## config.mk

```make
export PLATFORM = sky130hd
export DESIGN_NAME = comparator_sequencer_flat
export DESIGN_NICKNAME = d
export VERILOG_FILES = /design/src/rtl/comparator_sequencer_if.sv /design/src/rtl/comparator_sequencer.sv /design/src/flat_wrapper.sv
export SDC_FILE = /design/constraint.sdc
export NUM_CORES = 1
export LEC_CHECK = 0
export ABC_AREA = 1
export CORE_ASPECT_RATIO = 1.2
export CORE_MARGIN = 1
export CORE_UTILIZATION = 35
export DETAILED_ROUTE_END_ITERATION = 10
export DONT_BUFFER_PORTS = 1
export PLACE_DENSITY = 0.48
export SYNTH_ARGS = -nofsm -noshare
export SYNTH_HDL_FRONTEND = slang
export SYNTH_SLANG_ARGS = --single-unit
```

## constraint.sdc

```tcl
create_clock -name clk -period 1.7 [get_ports clk]
set_clock_uncertainty 0.1 [all_clocks]
set_input_delay 0.17 -clock clk [delete_from_list [all_inputs] [get_ports clk]]
set_output_delay 0.17 -clock clk [all_outputs]
set_load 0.02 [all_outputs]
```

## src/rtl/comparator_sequencer_if.sv

```systemverilog
// Operand stream, comparator start/done bus, result stream and statistics.
// master: the sequencer; slave: producer/comparator/consumer side.
interface comparator_sequencer_if #(
  parameter int unsigned DATA_WIDTH = 2,
  parameter int unsigned CNT_WIDTH  = 8
);
  logic                  in_valid;
  logic                  in_ready;
  logic [DATA_WIDTH-1:0] in_a;
  logic [DATA_WIDTH-1:0] in_b;
  logic                  cmp_start;
  logic [DATA_WIDTH-1:0] cmp_a;
  logic [DATA_WIDTH-1:0] cmp_b;
  logic                  cmp_agb;
  logic                  cmp_aeb;
  logic                  cmp_alb;
  logic                  cmp_done;
  logic                  res_valid;
  logic                  res_ready;
  logic [1:0]            res_code;
  logic [CNT_WIDTH-1:0]  cnt_gt;
  logic [CNT_WIDTH-1:0]  cnt_eq;
  logic [CNT_WIDTH-1:0]  cnt_lt;
  logic                  err_timeout;
  logic                  err_onehot;
  logic                  clr_stats;

  modport master (
    input  in_valid, in_a, in_b, cmp_agb, cmp_aeb, cmp_alb, cmp_done,
           res_ready, clr_stats,
    output in_ready, cmp_start, cmp_a, cmp_b, res_valid, res_code,
           cnt_gt, cnt_eq, cnt_lt, err_timeout, err_onehot
  );

  modport slave (
    output in_valid, in_a, in_b, cmp_agb, cmp_aeb, cmp_alb, cmp_done,
           res_ready, clr_stats,
    input  in_ready, cmp_start, cmp_a, cmp_b, res_valid, res_code,
           cnt_gt, cnt_eq, cnt_lt, err_timeout, err_onehot
  );
endinterface

```

## src/rtl/comparator_sequencer.sv

```systemverilog
// Start/done initiator for a bit-serial comparator with result stream,
// saturating outcome counters and sticky timeout/one-hot error flags.
// Ports: clk, rst (async, active-high), bus (comparator_sequencer_if.master).
module comparator_sequencer #(
  parameter int unsigned DATA_WIDTH = 2,
  parameter int unsigned TIMEOUT    = 16,
  parameter int unsigned CNT_WIDTH  = 8
) (
  input logic                   clk,
  input logic                   rst,
  comparator_sequencer_if.master bus
);
  localparam int unsigned TIMER_W = $clog2(TIMEOUT + 1);

  typedef enum logic [1:0] {IDLE, LAUNCH, WAIT, HOLD} state_t;

  state_t                state_q, state_d;
  logic [DATA_WIDTH-1:0] a_q, a_d;
  logic [DATA_WIDTH-1:0] b_q, b_d;
  logic [1:0]            code_q, code_d;
  logic [TIMER_W-1:0]    timer_q, timer_d;
  logic [CNT_WIDTH-1:0]  gt_q, gt_d;
  logic [CNT_WIDTH-1:0]  eq_q, eq_d;
  logic [CNT_WIDTH-1:0]  lt_q, lt_d;
  logic                  err_to_q, err_to_d;
  logic                  err_oh_q, err_oh_d;

  function automatic logic [CNT_WIDTH-1:0] sat_inc(input logic [CNT_WIDTH-1:0] v);
    return (v == '1) ? v : v + 1'b1;
  endfunction

  always_ff @(posedge clk or posedge rst) begin
    if (rst) begin
      state_q  <= IDLE;
      a_q      <= '0;
      b_q      <= '0;
      code_q   <= '0;
      timer_q  <= '0;
      gt_q     <= '0;
      eq_q     <= '0;
      lt_q     <= '0;
      err_to_q <= 1'b0;
      err_oh_q <= 1'b0;
    end else begin
      state_q  <= state_d;
      a_q      <= a_d;
      b_q      <= b_d;
      code_q   <= code_d;
      timer_q  <= timer_d;
      gt_q     <= gt_d;
      eq_q     <= eq_d;
      lt_q     <= lt_d;
      err_to_q <= err_to_d;
      err_oh_q <= err_oh_d;
    end
  end

  always_comb begin
    state_d  = state_q;
    a_d      = a_q;
    b_d      = b_q;
    code_d   = code_q;
    timer_d  = timer_q;
    gt_d     = gt_q;
    eq_d     = eq_q;
    lt_d     = lt_q;
    err_to_d = err_to_q;
    err_oh_d = err_oh_q;
    case (state_q)
      IDLE: begin
        if (bus.in_valid) begin
          a_d     = bus.in_a;
          b_d     = bus.in_b;
          state_d = LAUNCH;
        end
      end
      LAUNCH: begin
        timer_d = '0;
        state_d = WAIT;
      end
      WAIT: begin
        if (bus.cmp_done) begin
          state_d = HOLD;
          case ({bus.cmp_agb, bus.cmp_aeb, bus.cmp_alb})
            3'b100: begin
              code_d = 2'b01;
              gt_d   = sat_inc(gt_q);
            end
            3'b010: begin
              code_d = 2'b00;
              eq_d   = sat_inc(eq_q);
            end
            3'b001: begin
              code_d = 2'b10;
              lt_d   = sat_inc(lt_q);
            end
            default: begin
              code_d   = 2'b11;
              err_oh_d = 1'b1;
            end
          endcase
        end else if (timer_q == TIMER_W'(TIMEOUT - 1)) begin
          // timer holds completed WAIT cycles, so this is the TIMEOUT-th one
          code_d   = 2'b11;
          err_to_d = 1'b1;
          state_d  = HOLD;
        end else begin
          timer_d = timer_q + 1'b1;
        end
      end
      HOLD: begin
        if (bus.res_ready) state_d = IDLE;
      end
      default: state_d = IDLE;
    endcase
    if (bus.clr_stats) begin
      gt_d     = '0;
      eq_d     = '0;
      lt_d     = '0;
      err_to_d = 1'b0;
      err_oh_d = 1'b0;
    end
  end

  // Decoded from state so an asynchronous reset drops them immediately.
  assign bus.in_ready    = (state_q == IDLE);
  assign bus.cmp_start   = (state_q == LAUNCH);
  assign bus.res_valid   = (state_q == HOLD);
  assign bus.cmp_a       = a_q;
  assign bus.cmp_b       = b_q;
  assign bus.res_code    = code_q;
  assign bus.cnt_gt      = gt_q;
  assign bus.cnt_eq      = eq_q;
  assign bus.cnt_lt      = lt_q;
  assign bus.err_timeout = err_to_q;
  assign bus.err_onehot  = err_oh_q;
endmodule

```

## src/flat_wrapper.sv

```systemverilog
// flat-port wrapper written by rule: the top's interface ports become plain ports
module comparator_sequencer_flat 
#(
  parameter int unsigned DATA_WIDTH = 2,
  parameter int unsigned TIMEOUT    = 16,
  parameter int unsigned CNT_WIDTH  = 8
)
  (clk, rst, bus_in_valid, bus_in_a, bus_in_b, bus_cmp_agb, bus_cmp_aeb, bus_cmp_alb, bus_cmp_done, bus_res_ready, bus_clr_stats, bus_in_ready, bus_cmp_start, bus_cmp_a, bus_cmp_b, bus_res_valid, bus_res_code, bus_cnt_gt, bus_cnt_eq, bus_cnt_lt, bus_err_timeout, bus_err_onehot);
  comparator_sequencer_if #(.DATA_WIDTH(DATA_WIDTH), .CNT_WIDTH(CNT_WIDTH)) bus_i ();
  input logic clk;
  input logic rst;
  input wire logic [$bits(bus_i.in_valid)-1:0] bus_in_valid;
  input wire logic [$bits(bus_i.in_a)-1:0] bus_in_a;
  input wire logic [$bits(bus_i.in_b)-1:0] bus_in_b;
  input wire logic [$bits(bus_i.cmp_agb)-1:0] bus_cmp_agb;
  input wire logic [$bits(bus_i.cmp_aeb)-1:0] bus_cmp_aeb;
  input wire logic [$bits(bus_i.cmp_alb)-1:0] bus_cmp_alb;
  input wire logic [$bits(bus_i.cmp_done)-1:0] bus_cmp_done;
  input wire logic [$bits(bus_i.res_ready)-1:0] bus_res_ready;
  input wire logic [$bits(bus_i.clr_stats)-1:0] bus_clr_stats;
  output wire logic [$bits(bus_i.in_ready)-1:0] bus_in_ready;
  output wire logic [$bits(bus_i.cmp_start)-1:0] bus_cmp_start;
  output wire logic [$bits(bus_i.cmp_a)-1:0] bus_cmp_a;
  output wire logic [$bits(bus_i.cmp_b)-1:0] bus_cmp_b;
  output wire logic [$bits(bus_i.res_valid)-1:0] bus_res_valid;
  output wire logic [$bits(bus_i.res_code)-1:0] bus_res_code;
  output wire logic [$bits(bus_i.cnt_gt)-1:0] bus_cnt_gt;
  output wire logic [$bits(bus_i.cnt_eq)-1:0] bus_cnt_eq;
  output wire logic [$bits(bus_i.cnt_lt)-1:0] bus_cnt_lt;
  output wire logic [$bits(bus_i.err_timeout)-1:0] bus_err_timeout;
  output wire logic [$bits(bus_i.err_onehot)-1:0] bus_err_onehot;
  assign bus_i.in_valid = bus_in_valid;
  assign bus_i.in_a = bus_in_a;
  assign bus_i.in_b = bus_in_b;
  assign bus_i.cmp_agb = bus_cmp_agb;
  assign bus_i.cmp_aeb = bus_cmp_aeb;
  assign bus_i.cmp_alb = bus_cmp_alb;
  assign bus_i.cmp_done = bus_cmp_done;
  assign bus_i.res_ready = bus_res_ready;
  assign bus_i.clr_stats = bus_clr_stats;
  assign bus_in_ready = bus_i.in_ready;
  assign bus_cmp_start = bus_i.cmp_start;
  assign bus_cmp_a = bus_i.cmp_a;
  assign bus_cmp_b = bus_i.cmp_b;
  assign bus_res_valid = bus_i.res_valid;
  assign bus_res_code = bus_i.res_code;
  assign bus_cnt_gt = bus_i.cnt_gt;
  assign bus_cnt_eq = bus_i.cnt_eq;
  assign bus_cnt_lt = bus_i.cnt_lt;
  assign bus_err_timeout = bus_i.err_timeout;
  assign bus_err_onehot = bus_i.err_onehot;
  comparator_sequencer #(.DATA_WIDTH(DATA_WIDTH), .TIMEOUT(TIMEOUT), .CNT_WIDTH(CNT_WIDTH)) u_core (.clk(clk), .rst(rst), .bus(bus_i));
endmodule
```

==> qor.yml <==
cp.arrival_ns: 1.75
hold_viol: 0
stdcell_area_um2: 2830
cpMostUsedCell: "ha_2"
hpwl_um: 3850
hp-start: "bus_cmp_done"
cts_sinks: 39
first_iter_violations: 69
r2r_setup_slack_ns: 0.03
holdPathStages: 3
grt.overflow.total: 0
worst_pin_slew_ns: 0.523
p_leak_nw: 1.39
outcome: "finished clean"
drtAntennaViolNets: 0
dieArea_um2: 6990
drcViolationCount: 0
vdd_drop_max_mv: 0.417
vias: 2041
portBuffers: 0
setup.worst_path.end_class: "flip-flop"
dr.pass1.iters: 4
finalWirelength_um: 5410
cap_violations: 0
tritoncts: "yes"
multiInputGateArea_um2: 1210
min_period_over_period_pct: 98.0
coreArea_um2: 6450
ioPinCount: 48
synth_area_um2: 2330
path_class: "reg2reg"
synth.avg_cell_area_um2: 7.54
r2r_cells: 8
num_rows: 32
r2r-start: "u_core.timer_q[1]$_DFFE_PP0P_"
clk_path_buf_depth: 2
fin_nets: 374
worst_setup_path_start_kind: "flip-flop"
synthCells: 309
yosys_warnings: 0
diodes: 0
total_power_mw: 2.78
clkSlewWorstSetupHoldPaths_ns: 0.08
die_h_um: 91.4
drt-wirelength-per-cell_um: 12.4
final.fill_count: 690
cts_buffers: 5
root_buffer: "clkbuf_8"
cpPeakStageDelay_ns: 0.39
dp.cells: 418
initial_utilization_pct: 36.2
insertion_delay_ns: 0.29
synth_seq_cells: 39
rsz0062_at_grt: "yes"
drive_gt1_share_pct: 18.8
htreeDepth: 2
utilization_pct: 43.9
fp.dieW_um: 76.5
async_reset_ff_share_pct: 100
slew_viol_final: 0
setup_violations: 0
grt_pass1_wl_um: 9490
slowest_stage: "dfrtp_1"
gp_congestion: 0.778
placed_cell_area_um2: 2620
grt_max_degree: 40
synth_edf_count: 0
worstPathMaxFanout: 6
viasPerCell: 4.67
fin_crit_ns: 1.67
min_to: "u_core.bus.res_code[0]$_DFFE_PP0P_"
setup_tns_ns: 0
maxSlewHeadroom_pct: 65.1
fmax_mhz: 600
antenna_found_initial: 0
synth_cell_type_count: 30
syn-num-nets: 332
r2r_end: "u_core.timer_q[4]$_DFFE_PP0P_"
grt_pass1_vias: 2075
hold_class: "in2reg"
finalNonFillerCells: 437
synth_ff_type: "dfrtp_1"
required_ns: 1.78
cp_cell_sequence: "ha_2 > nand2_2 > nor2_2 > ha_2 > nand3b_1 > nand2_1 > buf_4 > o22ai_1"
seq_area_um2: 976
yosysSeqAreaShare_pct: 41.9
power_density_nw_per_um2: 983
grt_usage_pct: 17.0
syn2layout_area_growth_pct: 21.5
==> sequential cells by signal, indices dropped and copies added, names as in the netlist <==
signal and flops:
u_core.bus.err_onehot 1, u_core.bus.res_code 2, u_core.bus.err_timeout 1, u_core.timer_q 5, u_core.bus.cmp_a 2, u_core.bus.cnt_lt 8
u_core.state_q 2, u_core.bus.cnt_gt 8, u_core.bus.cmp_b 2, u_core.bus.cnt_eq 8
==> per-layer routing <==
| metal | track usage (%) | vias to the layer above | part of all wire [%] |
|---|---|---|---|
| met1 | 18.7 | 932 | 43 |
| met2 | 31.1 | 36 | 51 |
| li1 | - | 1065 | - |
| met3 | 4.22 | 8 | 4.3 |
| met5 | 0 | - | 0 |
| met4 | 6.09 | 0 | 2.0 |
==> worst max-delay path by stage <==
stage | endpoint | from | slack (ns) | cells after the start
6_report | u_core.timer_q[4]$_DFFE_PP0P_ | u_core.timer_q[1]$_DFFE_PP0P_ | 0.03 | 8
5_1_grt | u_core.timer_q[3]$_DFFE_PP0P_ | u_core.timer_q[1]$_DFFE_PP0P_ | -0.07 | 9
4_1_cts | u_core.timer_q[3]$_DFFE_PP0P_ | u_core.timer_q[0]$_DFFE_PP0P_ | 0.008 | 9
3_5_place_dp | u_core.timer_q[3]$_DFFE_PP0P_ | u_core.timer_q[1]$_DFFE_PP0P_ | -0.005 | 9
3_3_place_gp | u_core.timer_q[3]$_DFFE_PP0P_ | u_core.timer_q[1]$_DFFE_PP0P_ | 0.03 | 9
2_1_floorplan | u_core.timer_q[3]$_DFFE_PP0P_ | u_core.timer_q[0]$_DFFE_PP0P_ | 0.1 | 9
==> critical path: cells and delay by family (launching register included) <==
| kind | cells | cell delay [ns] |
|---|---|---|
| AND/OR/NAND/NOR | 4 | 0.54 |
| flip-flops | 1 | 0.39 |
| adder cells (fa/ha/maj) | 2 | 0.36 |
| buffers and inverters | 1 | 0.11 |
| AO/OA/AOI/OAI | 1 | 0.05 |
==> what timing repair did <==
action | in CTS | in global routing
pin swaps | 1 | 5
hold buffers | 7 | 0
endpoints found under the hold margin | 49 | 0
endpoints found under the setup margin | 2 | 8
resized for setup | 1 | 7
buffers inserted | 2 | 2
==> cell usage after synthesis, types with 3 or more instances <==
cell type,number,area (µm²)
nand3b_1,4,30.0
o21ai_0,12,60.1
nor3_1,3,15.0
inv_1,34,128
nand3_2,5,50.1
xor2_1,5,43.8
dfrtp_1,39,976
nand3_1,37,185
a21oi_1,4,20.0
nor2_1,41,154
nand2_1,88,330
mux2_2,4,45.0
buf_2,3,15.0
ha_1,10,125
==> area by class of cell <==
| cell class | count | area share (%) |
|---|---|---|
| repair buffers | 40 | 11.2 |
| inverters | 35 | 4.64 |
| clock buffers | 5 | 2.43 |
| well taps | 85 | 3.76 |
| multi-input cells | 230 | 42.8 |
| clock inverters | 3 | 0.707 |
| flip-flops and latches | 39 | 34.5 |
==> report_power, final <==
| part | switching [mW] | internal (mW) | total, mW |
|---|---|---|---|
| clock network | 0.362 | 0.286 | 0.648 |
| registers | 0.201 | 1.07 | 1.27 |
| logic | 0.484 | 0.380 | 0.865 |
==> through the flow <==
step	hold WS [ns]	setup slack, ns
global placement	0.132	0.0254
CTS	0.0123	0.00804
detailed placement	0.130	-0.00505
global route	0.0726	-0.0731
finish	0.0131	0.0342
floorplan	0.220	0.0984
==> cell usage in the layout, fill, tap and decap left out, types with 5 or more instances in the layout <==
cell | netlist | routed
buf_4 | 0 | 33
clkbuf_8 | 0 | 5
dfrtp_1 | 39 | 39
dlygate4sd3_1 | 0 | 7
ha_1 | 10 | 8
inv_1 | 34 | 34
nand2_1 | 88 | 87
nand3_1 | 37 | 37
nand3_2 | 5 | 5
nor2_1 | 41 | 39
o21ai_0 | 12 | 10
xor2_1 | 5 | 5
==> logic make-up after synthesis <==
family	Yosys count	share of synthesized area [%]
AND/OR/NAND/NOR	188	36.2
buffers and inverters	40	6.98
flip-flops	39	41.9
AO/OA/AOI/OAI	23	5.80
adder cells (fa/ha/maj)	10	5.37
XOR/XNOR	5	1.88
multiplexers	4	1.93
Note: power is estimated with default switching activity, not from simulation.
